--- src/rtl/keypad_pkg.sv ---
// rtl/keypad_pkg.sv - shared glyph constants and key state type for the keypad scanner
package keypad_pkg;

  // Wide enough for the largest supported 8x8 matrix; narrower keypads zero the upper bits.
  localparam int KEY_W_MAX = 6;

  localparam logic [7:0] SEG_0     = 8'hFC;
  localparam logic [7:0] SEG_1     = 8'h60;
  localparam logic [7:0] SEG_2     = 8'hDA;
  localparam logic [7:0] SEG_3     = 8'hF2;
  localparam logic [7:0] SEG_4     = 8'h66;
  localparam logic [7:0] SEG_5     = 8'hB6;
  localparam logic [7:0] SEG_6     = 8'hBE;
  localparam logic [7:0] SEG_7     = 8'hE0;
  localparam logic [7:0] SEG_8     = 8'hFE;
  localparam logic [7:0] SEG_9     = 8'hF6;
  localparam logic [7:0] SEG_A     = 8'hEE;
  localparam logic [7:0] SEG_B     = 8'h3E;
  localparam logic [7:0] SEG_C     = 8'h9C;
  localparam logic [7:0] SEG_D     = 8'h7A;
  localparam logic [7:0] SEG_E     = 8'h9E;
  localparam logic [7:0] SEG_F     = 8'h8E;
  localparam logic [7:0] SEG_BLANK = 8'h00;
  localparam logic [7:0] SEG_ERR   = 8'h02;

  typedef struct packed {
    logic                 none;
    logic [KEY_W_MAX-1:0] code;
  } key_state_t;

  localparam key_state_t KEY_NONE = '{none: 1'b1, code: '0};

endpackage

--- src/rtl/seg7_hex_decoder.sv ---
// rtl/seg7_hex_decoder.sv - combinational key code to {a..g,dp} hex glyph
module seg7_hex_decoder
  import keypad_pkg::*;
#(
  parameter int W = 4
) (
  input  logic [W-1:0] code,
  output logic [7:0]   glyph
);

  logic [KEY_W_MAX-1:0] code_ext;

  always_comb begin
    code_ext = KEY_W_MAX'(code);
    case (code_ext)
      6'd0:    glyph = SEG_0;
      6'd1:    glyph = SEG_1;
      6'd2:    glyph = SEG_2;
      6'd3:    glyph = SEG_3;
      6'd4:    glyph = SEG_4;
      6'd5:    glyph = SEG_5;
      6'd6:    glyph = SEG_6;
      6'd7:    glyph = SEG_7;
      6'd8:    glyph = SEG_8;
      6'd9:    glyph = SEG_9;
      6'd10:   glyph = SEG_A;
      6'd11:   glyph = SEG_B;
      6'd12:   glyph = SEG_C;
      6'd13:   glyph = SEG_D;
      6'd14:   glyph = SEG_E;
      6'd15:   glyph = SEG_F;
      default: glyph = SEG_ERR;
    endcase
  end

endmodule

--- src/rtl/keypad_scan_ctrl.sv ---
// rtl/keypad_scan_ctrl.sv - matrix keypad scanner with debounce, press events and 7-seg output
module keypad_scan_ctrl
  import keypad_pkg::*;
#(
  parameter int ROWS     = 4,
  parameter int COLS     = 4,
  parameter int SCAN_DIV = 1000,
  parameter int DEBOUNCE = 4,
  localparam int KEY_W   = $clog2(ROWS*COLS)
) (
  input  logic             clk,
  input  logic             rst_n,
  input  logic [ROWS-1:0]  row,
  output logic [COLS-1:0]  col,
  output logic             key_valid,
  input  logic             key_ready,
  output logic [KEY_W-1:0] key_code,
  output logic             key_down,
  output logic             overflow,
  input  logic             ovf_clr,
  output logic [7:0]       segment
);

  localparam int CW = $clog2(COLS);
  localparam int DW = $clog2(SCAN_DIV);
  localparam int BW = $clog2(DEBOUNCE + 1);

  logic [DW-1:0]   dcnt;
  logic [CW-1:0]   cidx;
  logic [ROWS-1:0] row_s1, row_s2;
  logic            sample, last_col, frame_pulse;
  key_state_t      col_hit, merged, frame_acc, frame_cand;
  key_state_t      db_cand, acc;
  logic [BW-1:0]   db_cnt, next_cnt;
  logic            accept, ev, drop;
  logic [7:0]      glyph;

  assign sample   = (dcnt == DW'(SCAN_DIV - 1));
  assign last_col = (cidx == CW'(COLS - 1));
  assign col      = COLS'(1) << cidx;

  always_ff @(posedge clk or negedge rst_n) begin
    if (!rst_n) begin
      dcnt   <= '0;
      cidx   <= '0;
      row_s1 <= '0;
      row_s2 <= '0;
    end else begin
      row_s1 <= row;
      row_s2 <= row_s1;
      if (sample) begin
        dcnt <= '0;
        cidx <= last_col ? '0 : cidx + 1'b1;
      end else begin
        dcnt <= dcnt + 1'b1;
      end
    end
  end

  // Lowest pressed row in the current column; iterate downward so the lowest row wins.
  always_comb begin
    col_hit = KEY_NONE;
    for (int r = ROWS - 1; r >= 0; r--) begin
      if (row_s2[r]) begin
        col_hit.none = 1'b0;
        col_hit.code = KEY_W_MAX'(r * COLS + int'(cidx));
      end
    end
  end

  always_comb begin
    merged = frame_acc;
    if (cidx == '0)
      merged = col_hit;
    else if (!col_hit.none && (frame_acc.none || col_hit.code < frame_acc.code))
      merged = col_hit;
  end

  always_ff @(posedge clk or negedge rst_n) begin
    if (!rst_n) begin
      frame_acc   <= KEY_NONE;
      frame_cand  <= KEY_NONE;
      frame_pulse <= 1'b0;
    end else begin
      frame_pulse <= sample && last_col;
      if (sample)
        frame_acc <= merged;
      if (sample && last_col)
        frame_cand <= merged;
    end
  end

  always_comb begin
    if (frame_cand != db_cand)
      next_cnt = BW'(1);
    else if (db_cnt == BW'(DEBOUNCE))
      next_cnt = db_cnt;
    else
      next_cnt = db_cnt + 1'b1;
    accept = frame_pulse && (next_cnt == BW'(DEBOUNCE)) && (frame_cand != acc);
    ev     = accept && !frame_cand.none;
    drop   = ev && key_valid;
  end

  seg7_hex_decoder #(.W(KEY_W)) u_seg (
    .code  (frame_cand.code[KEY_W-1:0]),
    .glyph (glyph)
  );

  always_ff @(posedge clk or negedge rst_n) begin
    if (!rst_n) begin
      db_cand  <= KEY_NONE;
      db_cnt   <= '0;
      acc      <= KEY_NONE;
      key_down <= 1'b0;
      segment  <= SEG_BLANK;
    end else if (frame_pulse) begin
      db_cand <= frame_cand;
      db_cnt  <= next_cnt;
      if (accept) begin
        acc      <= frame_cand;
        key_down <= !frame_cand.none;
        if (ev)
          segment <= glyph;
      end
    end
  end

  // Single-entry event slot; an event that finds it occupied is lost and flagged.
  always_ff @(posedge clk or negedge rst_n) begin
    if (!rst_n) begin
      key_valid <= 1'b0;
      key_code  <= '0;
      overflow  <= 1'b0;
    end else begin
      if (key_valid) begin
        if (key_ready)
          key_valid <= 1'b0;
      end else if (ev) begin
        key_valid <= 1'b1;
        key_code  <= frame_cand.code[KEY_W-1:0];
      end
      if (drop)
        overflow <= 1'b1;
      else if (ovf_clr)
        overflow <= 1'b0;
    end
  end

endmodule

--- config.mk ---
export PLATFORM = sky130hd
export DESIGN_NAME = keypad_scan_ctrl
export DESIGN_NICKNAME = d
export VERILOG_FILES = /design/src/rtl/keypad_pkg.sv /design/src/rtl/seg7_hex_decoder.sv /design/src/rtl/keypad_scan_ctrl.sv
export SDC_FILE = /design/constraint.sdc
export NUM_CORES = 1
export LEC_CHECK = 0
export BUFFER_PORTS_ARGS = -buffer_cell sky130_fd_sc_hd__buf_2
export CORE_ASPECT_RATIO = 1.5
export CORE_MARGIN = 3
export CORE_UTILIZATION = 53
export DETAILED_ROUTE_END_ITERATION = 12
export PLACE_DENSITY = 0.76
export SYNTH_ARGS = -nofsm -noshare
export SYNTH_HDL_FRONTEND = slang
export SYNTH_SLANG_ARGS = --single-unit
--- constraint.sdc ---
create_clock -name clk -period 2.2 [get_ports clk]
set_input_delay 0.33 -clock clk [delete_from_list [all_inputs] [get_ports clk]]
set_output_delay 0.33 -clock clk [all_outputs]
set_load 0.005 [all_outputs]
==> run metrics, run 1 <==
synthesized-area fraction occupied by and/or/nand/nor cells=12.9%; Clk Latency, worst-skew pair=0.34 ns; Synth top area share=47.7%; Post-Syn Area per Cell=11.3 sq um; Final Worst Setup Slack=0.0494 ns; outcome=finished clean; adder-cell area share of the yosys netlist=6.55%; pin count of the biggest net entering global routing=42; maxcap violations=0; # DRC=0; required arrival time at the worst endpoint=2.42 ns; number of inserted filler cells in the final layout=441; cell area after placement=3640 sq um; initial antenna violation count=0; number of standard-cell rows in the floorplan=34; final setup violation count=0; leftover overflow at the end of global routing=0; synth warn=0; number of flip-flops and latches in the synthesized netlist=66; unrepaired setup endpoints after global routing=yes; Pre-Repair DR Iteration Count=4; initial cell density of the core=55.3%; DR vias=2,289; area of the die=7130 sq um; number of primary I/O pins=27; start-to-end type of the worst setup path=reg -> reg; register area share after synthesis=51.0%; detailed-placement wirelength estimate=4390 um; xor/xnor cell area share of the yosys netlist=5.66%; cell taking the most area after synthesis=sky130_fd_sc_hd__dfrtp_1; CTS tree=built; most area-consuming cells after synthesis=sky130_fd_sc_hd__dfrtp_1 48%, sky130_fd_sc_hd__mux2_2 9.7%, sky130_fd_sc_hd__ha_1 6.5%, sky130_fd_sc_hd__dfstp_2 3.2%, sky130_fd_sc_hd__xnor2_1 3.0%; wire length after detailed routing=6200 um; max-slew violation total from the final report=0; Mapped Cells=288; y dimension of the die=102 um; Clock transition at path regs=0.06 ns; final routed wire length divided by cell count=14.7 um; largest vdd supply drop=0.000510 V; synthesis-to-layout area growth=22.5%; fin crit share=97.8%; f_max=0.465 GHz; Tmin final=2.15 ns; worst setup slack after placement=-0.0531 ns; Worst Clk Skew=0.0127 ns; Non-Filler Cell Area, Final=3980 sq um; final count of hold timing violations=0; final std cells w/o fill=422; net count after synthesis=313; slew of the pin with the lowest slew margin=0.513 ns; initial drt markers=95; sum of internal, switching and leakage power=2.28 mW; core region area=5870 sq um; cts bufs inserted=9; H-Tree Level Count=3; Arrival @ worst endpoint=2.37 ns; antenna diode count=0; fraction of the mapped netlist area in compound gates=8.93%; # placed instances=398; number of port buffers=25; vias in the first global route=2,321; netlist area before placement=3250 sq um; weighted congestion at the end of routability-driven global placement=0.870; die outline width=69.9 um; pwr dens=573 nW/um^2; net count reported at finish=371; clock sink count=66; total routing usage reported by global routing=19.0%; multiplexer fraction of the synthesized cell area=11.0%; type of the tightest min-delay check=in -> reg; main combinational cell family by area after synthesis=simple AND/OR/NAND/NOR gates; worst hold margin=0.0971 ns; antenna-violating nets left=0; layout cells sized above 1=36.0%; Slew HR=65.8%; wire length of the first global-routing pass=10,500 um; Max FO, Critical Path=5; leakage power of the design=1.91 nW; multi-input logic area=1590 sq um; Cell variety after synth=41; type of origin of the critical path=flip-flop; CTS root buf=sky130_fd_sc_hd__clkbuf_8; area taken by flip-flops and latches=1660 sq um; CP endpoint kind=flip-flop; buffer depth of the longest clock path=2; Vias/cell=5.42
[timing repair]
action,in CTS,in global routing
endpoints found under the setup margin,5,21
hold buffers,1,0
pin swaps,7,8
resized for setup,13,7
setup buffers,5,3
hold endpoints to repair,25,0
[stage by stage]
stage	setup TNS [ns]	utilization, %
2_1_floorplan	0	-
3_3_place_gp	0	62.0
3_5_place_dp	-0.197	62.0
4_1_cts	0	67.0
5_1_grt	-0.0577	67.8
6_report	0	67.8
[registers in the layout, indices dropped and copies added (netlist names)]
name and flops:
dcnt 10, acc 7, db_cand 7, frame_acc 7, frame_cand 7, segment 7, key_code 4, row_s1 4
row_s2 4, db_cnt 3, cidx 2, frame_pulse 1, key_down 1, key_valid 1, overflow 1
[cells in the mapped netlist]
master                      instances
sky130_fd_sc_hd__o41a_1             1
sky130_fd_sc_hd__buf_4              1
sky130_fd_sc_hd__a2111oi_4          1
sky130_fd_sc_hd__o22ai_1            1
sky130_fd_sc_hd__nand3_1           11
sky130_fd_sc_hd__buf_2              2
sky130_fd_sc_hd__o21ai_0           16
sky130_fd_sc_hd__a2111oi_2          1
sky130_fd_sc_hd__buf_1              1
sky130_fd_sc_hd__nor3b_2            1
sky130_fd_sc_hd__a22oi_1            1
sky130_fd_sc_hd__dfrtp_1           62
sky130_fd_sc_hd__a21oi_1           12
sky130_fd_sc_hd__nand2b_1           5
sky130_fd_sc_hd__nor4_1             4
sky130_fd_sc_hd__o2111ai_1          1
sky130_fd_sc_hd__a31oi_1            5
sky130_fd_sc_hd__ha_1              17
sky130_fd_sc_hd__o211ai_1           1
sky130_fd_sc_hd__a21bo_2            1
sky130_fd_sc_hd__nor3_1             7
sky130_fd_sc_hd__and3b_1            1
sky130_fd_sc_hd__nor2b_1            6
sky130_fd_sc_hd__nor2_1            20
sky130_fd_sc_hd__mux2_2            28
sky130_fd_sc_hd__nand2_1           12
sky130_fd_sc_hd__o32a_1             1
sky130_fd_sc_hd__nand3b_1           2
sky130_fd_sc_hd__nor3b_4            1
sky130_fd_sc_hd__nand4_2            1
sky130_fd_sc_hd__mux4_2             1
sky130_fd_sc_hd__clkbuf_1           6
sky130_fd_sc_hd__dfstp_2            4
sky130_fd_sc_hd__mux2i_1            2
sky130_fd_sc_hd__xor2_1            10
sky130_fd_sc_hd__xnor2_1           11
sky130_fd_sc_hd__o21a_1             2
sky130_fd_sc_hd__nor4_4             1
sky130_fd_sc_hd__conb_1             1
sky130_fd_sc_hd__inv_1             22
sky130_fd_sc_hd__nand4_1            4
[cells in the final DEF (no fill, tap or decap), types with 2 or more instances in the layout]
| master | count |
|---|---|
| sky130_fd_sc_hd__nor3_4 | 2 |
| sky130_fd_sc_hd__nand3b_1 | 2 |
| sky130_fd_sc_hd__a31oi_1 | 5 |
| sky130_fd_sc_hd__dfrtp_2 | 2 |
| sky130_fd_sc_hd__clkinv_2 | 2 |
| sky130_fd_sc_hd__nor2b_1 | 6 |
| sky130_fd_sc_hd__o21ai_0 | 15 |
| sky130_fd_sc_hd__clkbuf_8 | 10 |
| sky130_fd_sc_hd__clkbuf_1 | 2 |
| sky130_fd_sc_hd__nand2_1 | 10 |
| sky130_fd_sc_hd__mux2_2 | 24 |
| sky130_fd_sc_hd__inv_1 | 21 |
| sky130_fd_sc_hd__dfrtp_1 | 60 |
| sky130_fd_sc_hd__nand4_1 | 4 |
| sky130_fd_sc_hd__buf_4 | 30 |
| sky130_fd_sc_hd__xor2_1 | 10 |
| sky130_fd_sc_hd__a2111oi_4 | 2 |
| sky130_fd_sc_hd__nor3_1 | 5 |
| sky130_fd_sc_hd__nand2_2 | 2 |
| sky130_fd_sc_hd__nand2b_1 | 5 |
| sky130_fd_sc_hd__nor4_1 | 3 |
| sky130_fd_sc_hd__buf_2 | 25 |
| sky130_fd_sc_hd__ha_1 | 14 |
| sky130_fd_sc_hd__a21oi_1 | 10 |
| sky130_fd_sc_hd__mux2i_1 | 2 |
| sky130_fd_sc_hd__dfstp_2 | 4 |
| sky130_fd_sc_hd__ha_4 | 2 |
| sky130_fd_sc_hd__o21a_1 | 2 |
| sky130_fd_sc_hd__xnor2_1 | 11 |
| sky130_fd_sc_hd__mux2_4 | 4 |
| sky130_fd_sc_hd__nor2_1 | 17 |
| sky130_fd_sc_hd__nor2_4 | 2 |
| sky130_fd_sc_hd__nand3_1 | 11 |
[power by group]
group | switching, mW | internal [mW] | leakage [nW]
clock | 0.433 | 0.545 | 0.0962
sequential | 0.00712 | 1.22 | 0.873
combinational | 0.0441 | 0.0308 | 0.944
[layout make-up]
cell class / instances / area share (%)
tap: 72 / 2.26
sequential: 66 / 41.7
inverter: 22 / 2.07
clock buffer: 12 / 3.65
multi-input combinational: 190 / 40.0
timing repair buffer: 57 / 9.34
clock inverter: 3 / 1.01
[worst max-delay path: stages, from the launching register on]
cell	delay, ns
sky130_fd_sc_hd__dfrtp_1	0.42
sky130_fd_sc_hd__nor2_4	0.19
sky130_fd_sc_hd__a21oi_4	0.08
sky130_fd_sc_hd__ha_4	0.23
sky130_fd_sc_hd__a2111oi_4	0.37
sky130_fd_sc_hd__nor3_4	0.08
sky130_fd_sc_hd__nor3b_4	0.20
sky130_fd_sc_hd__buf_6	0.15
sky130_fd_sc_hd__mux2_4	0.30
[path summary, 6_finish.rpt]
| kind | startpoint | to | slack [ns] | cells after the start |
|---|---|---|---|---|
| setup / recovery | row_s2[3]$_DFF_PN0_ | frame_acc[0]$_DFFE_PN0N_ | 0.05 | 8 |
| hold / removal | row[3] | row_s1[3]$_DFF_PN0_ | 0.1 | 1 |
| setup reg to reg | row_s2[3]$_DFF_PN0_ | frame_acc[0]$_DFFE_PN0N_ | 0.05 | 8 |
| hold reg to reg | row_s1[2]$_DFF_PN0_ | row_s2[2]$_DFF_PN0_ | 0.35 | 0 |
| max in group asynchronous | rst_n | frame_acc[6]$_DFFE_PN1N_ | 1.23 | 3 |
| min in group asynchronous | rst_n | segment[7]$_DFFE_PN0P_ | 0.51 | 3 |
[layer usage]
layer | up-vias | routed length (um) | GRT usage [%]
met5 | - | 0 | 0
met1 | 1121 | 2430 | 20.6
li1 | 1102 | - | -
met4 | 0 | 201 | 9.73
met3 | 17 | 204 | 4.23
met2 | 49 | 3370 | 34.7
[logic make-up after synthesis]
| group | count (synthesis) |
|---|---|
| muxes | 31 |
| buffers and inverters | 32 |
| adders and majority gates | 17 |
| DFF | 66 |
| and+or+nand+nor | 76 |
| AOI/OAI and AO/OA | 44 |
| other | 1 |
| xor gates and xnor gates | 21 |
No activity file was read; power rests on OpenSTA's default activity.
==> run 2, diff against run 1 <==
CORE_MARGIN = 8   (was 3)
CORE_UTILIZATION = 55   (was 53)
MAX_ROUTING_LAYER = met4   (was not set)
PLACE_DENSITY = 0.75   (was 0.76)
clock period = 2 ns   (was 2.2 ns; I/O delays follow)
==> run 2 against run 1 <==
Against the previous run:
- worst setup slack got worse by 0.27 ns
- the flow now finishes with violations (setup timing)
- die area increased by 22%
- sequential power grew 9.8%
- utilization rose by 3.6 points
- cell count grew 2.8%
- highest routed layer unchanged
==> run metrics, run 2 (synthesis results as in run 1) <==
Arrival @ worst endpoint=2.46 ns; initial antenna violation count=0; clock sink count=66; flip-flop count of the largest register, all copies and words added=10; Non-Filler Cell Area, Final=4100 sq um; detailed-placement wirelength estimate=4620 um; largest vdd supply drop=0.000493 V; most common cell after layout, fill and taps aside=sky130_fd_sc_hd__dfrtp_1; Tmin final=2.22 ns; # DRC=0; part of the power in the clock network=41.9%; required arrival time at the worst endpoint=2.23 ns; core region area=5740 sq um; antenna-violating nets left=0; Critical path origin=row_s2[2]$_DFF_PN0_; pwr dens=598 nW/um^2; cell area after placement=3710 sq um; unrepaired setup endpoints after global routing=yes; area of the die=8670 sq um; setup slack of the worst register-to-register path=-0.22 ns; setup_tns=-1.02 ns; number of port buffers=25; die outline width=78.8 um; vias in the first global route=2,357; Internal=1.88 mW; total routing usage reported by global routing=16.8%; most used cells in the layout excluding fill and tap cells=59 x sky130_fd_sc_hd__dfrtp_1, 39 x sky130_fd_sc_hd__buf_4, 25 x sky130_fd_sc_hd__buf_2, 22 x sky130_fd_sc_hd__mux2_2, 20 x sky130_fd_sc_hd__inv_1; CTS root buf=sky130_fd_sc_hd__clkbuf_8; DR vias=2,315; Worst Clk Skew=0.00554 ns; wire length after detailed routing=6650 um; final std cells w/o fill=434; net count reported at finish=382; initial cell density of the core=56.6%; leftover overflow at the end of global routing=0; Seq pwr share=55.1%; Clock transition at path regs=0.07 ns; # placed instances=404; failing checks=setup timing; outcome=finished with violations; buffer depth of the longest clock path=2; fin crit share=111%; antenna diode count=0; source of the worst register-to-register timing path=row_s2[2]$_DFF_PN0_; f_max=0.449 GHz; cts bufs inserted=9; sw power=568 uW; register with the most flip-flops=dcnt; fraction of power consumed by combinational cells=3.1%; initial drt markers=74; synthesis-to-layout area growth=26.1%; Max FO, Critical Path=3; final routed wire length divided by cell count=15.3 um; Pre-Repair DR Iteration Count=4; maxcap violations=0; type of origin of the critical path=flip-flop; layout cells sized above 1=39.0%; max-slew violation total from the final report=0; leakage power of the design=1.97 nW; worst setup slack after placement=-0.270 ns; number of primary I/O pins=27; y dimension of the die=110 um; CTS tree=built; worst hold margin=0.0534 ns; sum of internal, switching and leakage power=2.45 mW; switching share of power=23.2%; final setup violation count=6; wire length of the first global-routing pass=10,800 um; start-to-end type of the worst setup path=reg -> reg; Clk Latency, worst-skew pair=0.35 ns; Vias/cell=5.33; type of the tightest min-delay check=in -> reg; Final Worst Setup Slack=-0.225 ns; final count of hold timing violations=0; pin count of the biggest net entering global routing=67; CP endpoint kind=flip-flop; hold path startpoint=row[3]; H-Tree Level Count=3; weighted congestion at the end of routability-driven global placement=0.933; utilization after layout=71.4%; number of standard-cell rows in the floorplan=34
==> run 2: final timing paths <==
kind	to	cells past startpoint
worst max-delay path	frame_acc[3]$_DFFE_PN0N_	8
worst min-delay path	row_s1[3]$_DFF_PN0_	1
worst max register to register	frame_acc[3]$_DFFE_PN0N_	8
worst min register to register	row_s2[2]$_DFF_PN0_	0
max in group asynchronous	frame_cand[6]$_DFFE_PN1P_	3
min in group asynchronous	segment[7]$_DFFE_PN0P_	3
==> run 2: repair_timing <==
action | in CTS | in global routing
setup buffers | 7 | 8
resized for setup | 10 | 17
pin swaps | 9 | 10
endpoints found under the setup margin | 27 | 26
cloned | 0 | 1
endpoints found under the hold margin | 62 | 0
hold buffers | 1 | 0
==> run 2: layout make-up <==
| cell class | instances | area, sq um |
|---|---|---|
| fillers | 402 | 1650 |
| repair buffers | 67 | 459 |
| inverters | 22 | 82.6 |
| clock buffers | 11 | 151 |
| clock inverters | 5 | 28.8 |
| well taps | 72 | 90.1 |
| multi-input cells | 191 | 1630 |
| flip-flops and latches | 66 | 1660 |
==> run 2: layer usage <==
layer / track usage (%) / share of wire, %
met2: 30.8 / 56
met5: - / 0
met3: 2.68 / 3.5
met4: 10.5 / 2.6
met1: 16.0 / 38
==> run 2: critical path, stage by stage (launching register included) <==
cell and delay [ns]:
sky130_fd_sc_hd__dfrtp_1 0.42, sky130_fd_sc_hd__nor2_4 0.15, sky130_fd_sc_hd__a21oi_2 0.08, sky130_fd_sc_hd__ha_1 0.31, sky130_fd_sc_hd__a2111oi_4 0.41, sky130_fd_sc_hd__nor3_4 0.09, sky130_fd_sc_hd__nor3b_4 0.20, sky130_fd_sc_hd__buf_4 0.16
sky130_fd_sc_hd__mux2_4 0.29
==> run 2: power groups by stage <==
stage | combinational, mW | clock [mW] | sequential [mW]
finish | 0.0750 | 1.03 | 1.35
global route | 0.0854 | 1.10 | 1.35
CTS | 0.0756 | 1.05 | 1.35
detailed placement | 0.0707 | 0 | 1.37
global placement | 0.0695 | 0 | 1.37
floorplan | 0.0205 | 0 | 1.37
